===== config.mk =====
export PLATFORM = sky130hd
export DESIGN_NAME = prefetch_queue_flat
export DESIGN_NICKNAME = d
export VERILOG_FILES = /design/src/rtl/prefetch_queue_pkg.sv /design/src/rtl/prefetch_queue_if.sv /design/src/rtl/prefetch_queue_sync_fifo.sv /design/src/rtl/prefetch_queue.sv /design/src/flat_wrapper.sv
export SDC_FILE = /design/constraint.sdc
export NUM_CORES = 1
export LEC_CHECK = 0
export ABC_AREA = 0
export BUFFER_PORTS_ARGS = -buffer_cell sky130_fd_sc_hd__clkbuf_2
export CORE_UTILIZATION = 59
export CTS_BUF_LIST = sky130_fd_sc_hd__clkbuf_2
export CTS_CLUSTER_SIZE = 24
export DETAILED_ROUTE_END_ITERATION = 12
export PLACE_DENSITY = 0.93
export SLEW_MARGIN = 20
export SYNTH_ARGS = -nofsm -noshare
export SYNTH_HDL_FRONTEND = slang
export SYNTH_SLANG_ARGS = --single-unit

===== constraint.sdc =====
create_clock -name i_clk -period 4.05 [get_ports i_clk]
set_input_delay 0.6075 -clock i_clk [delete_from_list [all_inputs] [get_ports i_clk]]
set_output_delay 0.6075 -clock i_clk [all_outputs]
set_load 0.02 [all_outputs]

===== src/rtl/prefetch_queue_pkg.sv =====
// Shared widths, the queue entry layout and the PC increment used by the prefetch queue.
package prefetch_queue_pkg;

    localparam int WORD_WIDTH  = 32;
    localparam int INST_WIDTH  = 32;
    localparam int INST_BYTES  = INST_WIDTH / 8;
    localparam int ENTRY_WIDTH = WORD_WIDTH + INST_WIDTH;

    typedef struct packed {
        logic [WORD_WIDTH-1:0] pc;
        logic [INST_WIDTH-1:0] inst;
    } entry_t;

    // Sequential fetch address; wraps modulo 2^WORD_WIDTH.
    function automatic logic [WORD_WIDTH-1:0] next_pc(input logic [WORD_WIDTH-1:0] pc);
        return pc + WORD_WIDTH'(INST_BYTES);
    endfunction

endpackage


===== src/rtl/prefetch_queue_if.sv =====
// Fetch-side, redirect and decode-side signals of the prefetch queue.
// The master modport is the queue itself; slave is its environment.
interface prefetch_queue_if #(
    parameter int DEPTH = 4
) ();
    import prefetch_queue_pkg::*;

    localparam int CW = $clog2(DEPTH) + 1;

    logic [WORD_WIDTH-1:0] fetch_pc;
    logic                  fetch_rst;
    logic [INST_WIDTH-1:0] fetch_inst;
    logic                  fetch_ready;
    logic                  redirect;
    logic [WORD_WIDTH-1:0] redirect_pc;
    logic                  valid;
    logic [INST_WIDTH-1:0] inst;
    logic [WORD_WIDTH-1:0] pc;
    logic                  dec_ready;
    logic [CW-1:0]         count;

    modport master (
        output fetch_pc, fetch_rst, valid, inst, pc, count,
        input  fetch_inst, fetch_ready, redirect, redirect_pc, dec_ready
    );

    modport slave (
        input  fetch_pc, fetch_rst, valid, inst, pc, count,
        output fetch_inst, fetch_ready, redirect, redirect_pc, dec_ready
    );

endinterface


===== src/rtl/prefetch_queue_sync_fifo.sv =====
// Generic DEPTH x WIDTH synchronous FIFO with flush; the head entry is read
// combinationally so it is visible in the same cycle the count turns non-zero.
module prefetch_queue_sync_fifo #(
    parameter int DEPTH = 4,
    parameter int WIDTH = 64,
    localparam int AW   = $clog2(DEPTH),
    localparam int CW   = AW + 1
) (
    input  logic             i_clk,
    input  logic             i_rst,
    input  logic             i_flush,
    input  logic             i_push,
    input  logic [WIDTH-1:0] i_wdata,
    input  logic             i_pop,
    output logic [WIDTH-1:0] o_rdata,
    output logic [CW-1:0]    o_count,
    output logic             o_full,
    output logic             o_empty
);

    logic [WIDTH-1:0] r_mem [DEPTH];
    logic [AW-1:0]    r_wr_ptr;
    logic [AW-1:0]    r_rd_ptr;
    logic [CW-1:0]    r_count;

    always_ff @(posedge i_clk) begin
        if (i_push && !i_flush) begin
            r_mem[r_wr_ptr] <= i_wdata;
        end
    end

    // DEPTH is a power of two, so the pointers wrap by natural overflow.
    always_ff @(posedge i_clk) begin
        if (i_rst || i_flush) begin
            r_wr_ptr <= '0;
            r_rd_ptr <= '0;
            r_count  <= '0;
        end else begin
            if (i_push) begin
                r_wr_ptr <= r_wr_ptr + AW'(1);
            end
            if (i_pop) begin
                r_rd_ptr <= r_rd_ptr + AW'(1);
            end
            case ({i_push, i_pop})
                2'b10:   r_count <= r_count + CW'(1);
                2'b01:   r_count <= r_count - CW'(1);
                default: r_count <= r_count;
            endcase
        end
    end

    assign o_rdata = r_mem[r_rd_ptr];
    assign o_count = r_count;
    assign o_full  = (r_count == CW'(DEPTH));
    assign o_empty = (r_count == '0);

endmodule


===== src/rtl/prefetch_queue.sv =====
// Owns the fetch PC, buffers {pc, inst} from the byte-serial fetch stage for decode,
// and flushes/restarts fetch on a branch redirect.
module prefetch_queue
    import prefetch_queue_pkg::*;
#(
    parameter int                    DEPTH    = 4,
    parameter logic [WORD_WIDTH-1:0] RESET_PC = '0
) (
    input  logic               i_clk,
    input  logic               i_rst,
    prefetch_queue_if.master   io_q
);

    localparam int CW = $clog2(DEPTH) + 1;

    logic [WORD_WIDTH-1:0] r_fetch_pc;
    logic                  w_full;
    logic                  w_empty;
    logic                  w_push;
    logic                  w_pop;
    logic [CW-1:0]         w_count;
    entry_t                w_wr_entry;
    entry_t                w_head;

    // Redirect wins over both ends; fetch is held in reset while full, so a
    // ready pulse can never arrive with the queue full.
    assign w_push = io_q.fetch_ready & ~io_q.redirect & ~w_full;
    assign w_pop  = ~w_empty & io_q.dec_ready & ~io_q.redirect;

    assign w_wr_entry.pc   = r_fetch_pc;
    assign w_wr_entry.inst = io_q.fetch_inst;

    always_ff @(posedge i_clk) begin
        if (i_rst) begin
            r_fetch_pc <= RESET_PC;
        end else if (io_q.redirect) begin
            r_fetch_pc <= io_q.redirect_pc;
        end else if (w_push) begin
            r_fetch_pc <= next_pc(r_fetch_pc);
        end
    end

    prefetch_queue_sync_fifo #(
        .DEPTH (DEPTH),
        .WIDTH (ENTRY_WIDTH)
    ) u_fifo (
        .i_clk   (i_clk),
        .i_rst   (i_rst),
        .i_flush (io_q.redirect),
        .i_push  (w_push),
        .i_wdata (w_wr_entry),
        .i_pop   (w_pop),
        .o_rdata (w_head),
        .o_count (w_count),
        .o_full  (w_full),
        .o_empty (w_empty)
    );

    // A partial fetch is discarded whenever this is high; it restarts at fetch_pc.
    assign io_q.fetch_rst = i_rst | io_q.redirect | w_full;
    assign io_q.fetch_pc  = r_fetch_pc;
    assign io_q.valid     = ~w_empty;
    assign io_q.pc        = w_head.pc;
    assign io_q.inst      = w_head.inst;
    assign io_q.count     = w_count;

endmodule


===== src/flat_wrapper.sv =====
// flat-port wrapper written by rule: the top's interface ports become plain ports
module prefetch_queue_flat import prefetch_queue_pkg::*;
#(
    parameter int                    DEPTH    = 4,
    parameter logic [WORD_WIDTH-1:0] RESET_PC = '0
)
  (i_clk, i_rst, io_q_fetch_pc, io_q_fetch_rst, io_q_valid, io_q_inst, io_q_pc, io_q_count, io_q_fetch_inst, io_q_fetch_ready, io_q_redirect, io_q_redirect_pc, io_q_dec_ready);
  prefetch_queue_if #(.DEPTH(DEPTH)) io_q_i ();
  input  logic i_clk;
  input  logic i_rst;
  output wire logic [$bits(io_q_i.fetch_pc)-1:0] io_q_fetch_pc;
  output wire logic [$bits(io_q_i.fetch_rst)-1:0] io_q_fetch_rst;
  output wire logic [$bits(io_q_i.valid)-1:0] io_q_valid;
  output wire logic [$bits(io_q_i.inst)-1:0] io_q_inst;
  output wire logic [$bits(io_q_i.pc)-1:0] io_q_pc;
  output wire logic [$bits(io_q_i.count)-1:0] io_q_count;
  input wire logic [$bits(io_q_i.fetch_inst)-1:0] io_q_fetch_inst;
  input wire logic [$bits(io_q_i.fetch_ready)-1:0] io_q_fetch_ready;
  input wire logic [$bits(io_q_i.redirect)-1:0] io_q_redirect;
  input wire logic [$bits(io_q_i.redirect_pc)-1:0] io_q_redirect_pc;
  input wire logic [$bits(io_q_i.dec_ready)-1:0] io_q_dec_ready;
  assign io_q_fetch_pc = io_q_i.fetch_pc;
  assign io_q_fetch_rst = io_q_i.fetch_rst;
  assign io_q_valid = io_q_i.valid;
  assign io_q_inst = io_q_i.inst;
  assign io_q_pc = io_q_i.pc;
  assign io_q_count = io_q_i.count;
  assign io_q_i.fetch_inst = io_q_fetch_inst;
  assign io_q_i.fetch_ready = io_q_fetch_ready;
  assign io_q_i.redirect = io_q_redirect;
  assign io_q_i.redirect_pc = io_q_redirect_pc;
  assign io_q_i.dec_ready = io_q_dec_ready;
  prefetch_queue #(.DEPTH(DEPTH), .RESET_PC(RESET_PC)) u_core (.i_clk(i_clk), .i_rst(i_rst), .io_q(io_q_i));
endmodule

==> impl_metrics.py <==
metrics = {
    "synthesis": {
        "syn_nets": 663,
        "ys_types": 45,
        "synth.cell_area_um2": 11400,
        "ys.flop_type": "edfxtp_1",
        "synth_seq_cells": 297,
        "yosysWarnings": 0,
        "seq_area_frac_synth_pct": 74.4,
        "synth_cells": 587,
        "avgSynthCellArea_um2": 19.5,
        "async_flop_share_pct": 0,
        "synth_edf_count": 256,
    },
    "pwr": {
        "worst_ir_drop_vdd_v": 0.000268,
        "p_leak_nw": 4.86,
        "power_density_nw_per_um2": 420,
    },
    "floorplan": {
        "die_h_um": 141,
        "core_area_um2": 18800,
        "start_util_pct": 60.8,
        "fp-row-count": 50,
        "die-area_um2": 20000,
        "die_x_um": 141,
        "io_pins": 170,
    },
    "placed_design": {
        "placed_cell_area_um2": 12500,
        "gp_congestion": 0.834,
        "dp_hpwl_um": 13100,
        "dpl.cell_count": 993,
        "portBuffers": 169,
    },
    "drt": {
        "routed_wl_um": 23400,
        "wl_per_cell_um": 20.1,
        "firstDrtPassIters": 5,
        "num_vias": 6626,
        "drt-initial-drc-count": 414,
        "drt-vias-per-instance": 5.72,
        "ant_nets": 0,
        "drc_errors": 0,
    },
    "critical_path": {
        "crit_arrival_ns": 2.63,
        "crit_type": "flop to primary output",
        "r2r.worst_path.cells": 10,
        "required_ns": 3.44,
        "rrSetupSlack_ns": 1.17,
        "r2r-start": "u_core.u_fifo.o_count[2]$_SDFFE_PP0P_",
        "critical_path.max_fanout": 43,
        "r2r_end": "u_core.u_fifo.o_count[2]$_SDFFE_PP0P_",
        "end_kind": "primary output",
        "worstSetupStartpointType": "flop",
    },
    "timing": {
        "whs_ns": 0.0944,
        "finalSetupTns_ns": 0,
        "clock-skew-final_ns": 0.0597,
        "fmax_mhz": 309,
        "setup_viol": 0,
        "hold_viol": 0,
        "worst_pin_slew_ns": 1.01,
        "post-route-min-period_ns": 3.24,
        "rsz0062_at_grt": "false",
        "fin_crit_sh_pct": 79.9,
        "slew_headroom_pct": 32.6,
        "slew_viol_final": 0,
    },
    "global_routing": {
        "grt_overflow": 0,
        "track_usage_pct": 24.5,
        "grt_max_degree": 65,
        "grt_pass1_wl_um": 36000,
        "antenna_found_initial": 0,
        "grt_pass1_vias": 6904,
    },
    "cells_and_area": {
        "n_antenna_cell": 0,
        "final.fill_count": 1134,
        "layout.cells.non_filler": 1159,
        "layout.cells.most_common_list": "clkbuf_2 (278), edfxtp_1 (256), mux4_2 (64), dlygate4sd3_1 (44), dfxtp_1 (39)",
        "drive_gt1_share_pct": 41.4,
        "final_nets": 925,
        "final_util_pct": 72.2,
        "areaGrowthSynthToFinish_pct": 18.9,
        "layout_commonest_cell": "clkbuf_2",
        "finalInstanceArea_um2": 13600,
    },
    "min_path": {
        "hold_class": "input pin to flop",
        "holdPathStages": 3,
        "whs_endpoint": "u_core.io_q.fetch_pc[13]$_SDFFE_PP0N_",
        "min_from": "io_q_redirect_pc[13]",
    },
    "clock_network": {
        "cts_tree": "built",
        "ctsLongestPathBuffers": 3,
        "htreeDepth": 3,
        "clock-sinks": 297,
        "cts.reportedPaths.clkPinSlew_ns": 0.11,
        "insertion_delay_ns": 0.80,
        "cts_buffers": 70,
        "cts_resized": 0,
        "cts-root-buf": "clkbuf_2",
        "cts_setup_buffers": 0,
    },
    "run_status": {
        "status": "complete, no violations",
    },
    "job": {
        "drv_cap": 0,
    },
}
what timing repair did:
action	4_1_cts	5_1_grt
setup endpoints to repair	0	0
endpoints found under the hold margin	140	0
hold buffers	44	0
synth_stat cells (all sizes together), types with 5 or more instances:
library cell | instances | share of area (%)
a211oi | 18 | 1.3
nor2 | 32 | 1.0
and4 | 7 | 0.58
mux4 | 64 | 13
o21ai | 5 | 0.22
nand4 | 13 | 0.90
xnor2 | 17 | 1.3
buf | 13 | 0.59
nand3 | 12 | 0.63
a21oi | 10 | 0.44
clkbuf | 12 | 0.66
edfxtp | 256 | 67
and2 | 6 | 0.35
dfxtp | 41 | 7.2
inv | 8 | 0.26
ha | 6 | 0.66
and3 | 6 | 0.33
xor2 | 15 | 1.1
nand2 | 21 | 0.69
nor3 | 5 | 0.31
worst max-delay path, stage by stage, from the launching register on:
cell      delay (ns)
dfxtp_4         0.65
buf_12          0.36
mux4_2          0.59
clkbuf_2        0.18
state kept, by name, indices dropped and copies added, names as in the netlist, named ones only:
| name | count |
|---|---|
| u_core.io_q.fetch_pc | 32 |
| u_core.u_fifo.o_count | 3 |
| u_core.u_fifo.r_mem | 256 |
| u_core.u_fifo.r_rd_ptr | 2 |
| u_core.u_fifo.r_wr_ptr | 2 |
metal layers:
metal	wire, um	vias to the layer above	global-route usage, %
met5	0	-	0
met4	493	0	10.8
li1	-	2944	-
met3	1890	44	6.68
met1	9190	3318	30.8
met2	11800	320	40.4
cell families (layout without fill, tap and decap cells):
| kind of cell | Yosys count | after routing | share of synthesized area, % |
|---|---|---|---|
| adder cells (fa/ha/maj) | 7 | 7 | 0.831 |
| AO/OA/AOI/OAI | 39 | 39 | 2.37 |
| XOR/XNOR | 32 | 32 | 2.45 |
| flip-flops | 297 | 297 | 74.4 |
| AND/OR/NAND/NOR | 112 | 112 | 5.62 |
| multiplexers | 67 | 67 | 12.9 |
| buffers and inverters | 33 | 345 | 1.51 |
stage by stage:
| stage | worst slack [ns] | power [mW] |
|---|---|---|
| after floorplan | 0.759 | 3.70 |
| after CTS | 0.675 | 5.76 |
| after global routing | 0.619 | 5.95 |
| after detailed placement | 1.25 | 3.84 |
| after global placement | 1.45 | 3.83 |
| final | 0.813 | 5.71 |
area by class of cell:
type | count | area, um2 | share of cell area (%)
flip-flops and latches | 297 | 8520 | 62.6
multi-input cells | 257 | 2770 | 20.4
repair buffers | 215 | 1310 | 9.66
clock buffers | 109 | 546 | 4.01
well taps | 260 | 325 | 2.39
clock inverters | 13 | 101 | 0.745
inverters | 8 | 30.0 | 0.221
power by group:
part           total [mW]  internal, mW  switching [mW]
registers            3.46          3.39          0.0688
clock network        1.90         0.829            1.07
logic               0.350         0.147           0.202
worst max-delay path by stage:
| stage | start | to | slack (ns) |
|---|---|---|---|
| after floorplan | u_core.u_fifo.o_count[0]$_SDFFE_PP0P_ | u_core.u_fifo.r_mem[0][0]$_DFFE_PP_ | 0.76 |
| final | flop | io_q_pc[3] | 0.81 |
| after detailed placement | u_core.u_fifo.o_count[2]$_SDFFE_PP0P_ | u_core.u_fifo.o_count[2]$_SDFFE_PP0P_ | 1.25 |
| after global placement | u_core.u_fifo.o_count[2]$_SDFFE_PP0P_ | u_core.u_fifo.o_count[2]$_SDFFE_PP0P_ | 1.45 |
| after global routing | flop | io_q_pc[29] | 0.62 |
| after CTS | flop | io_q_pc[29] | 0.67 |
(Power assumes the default switching activity.)
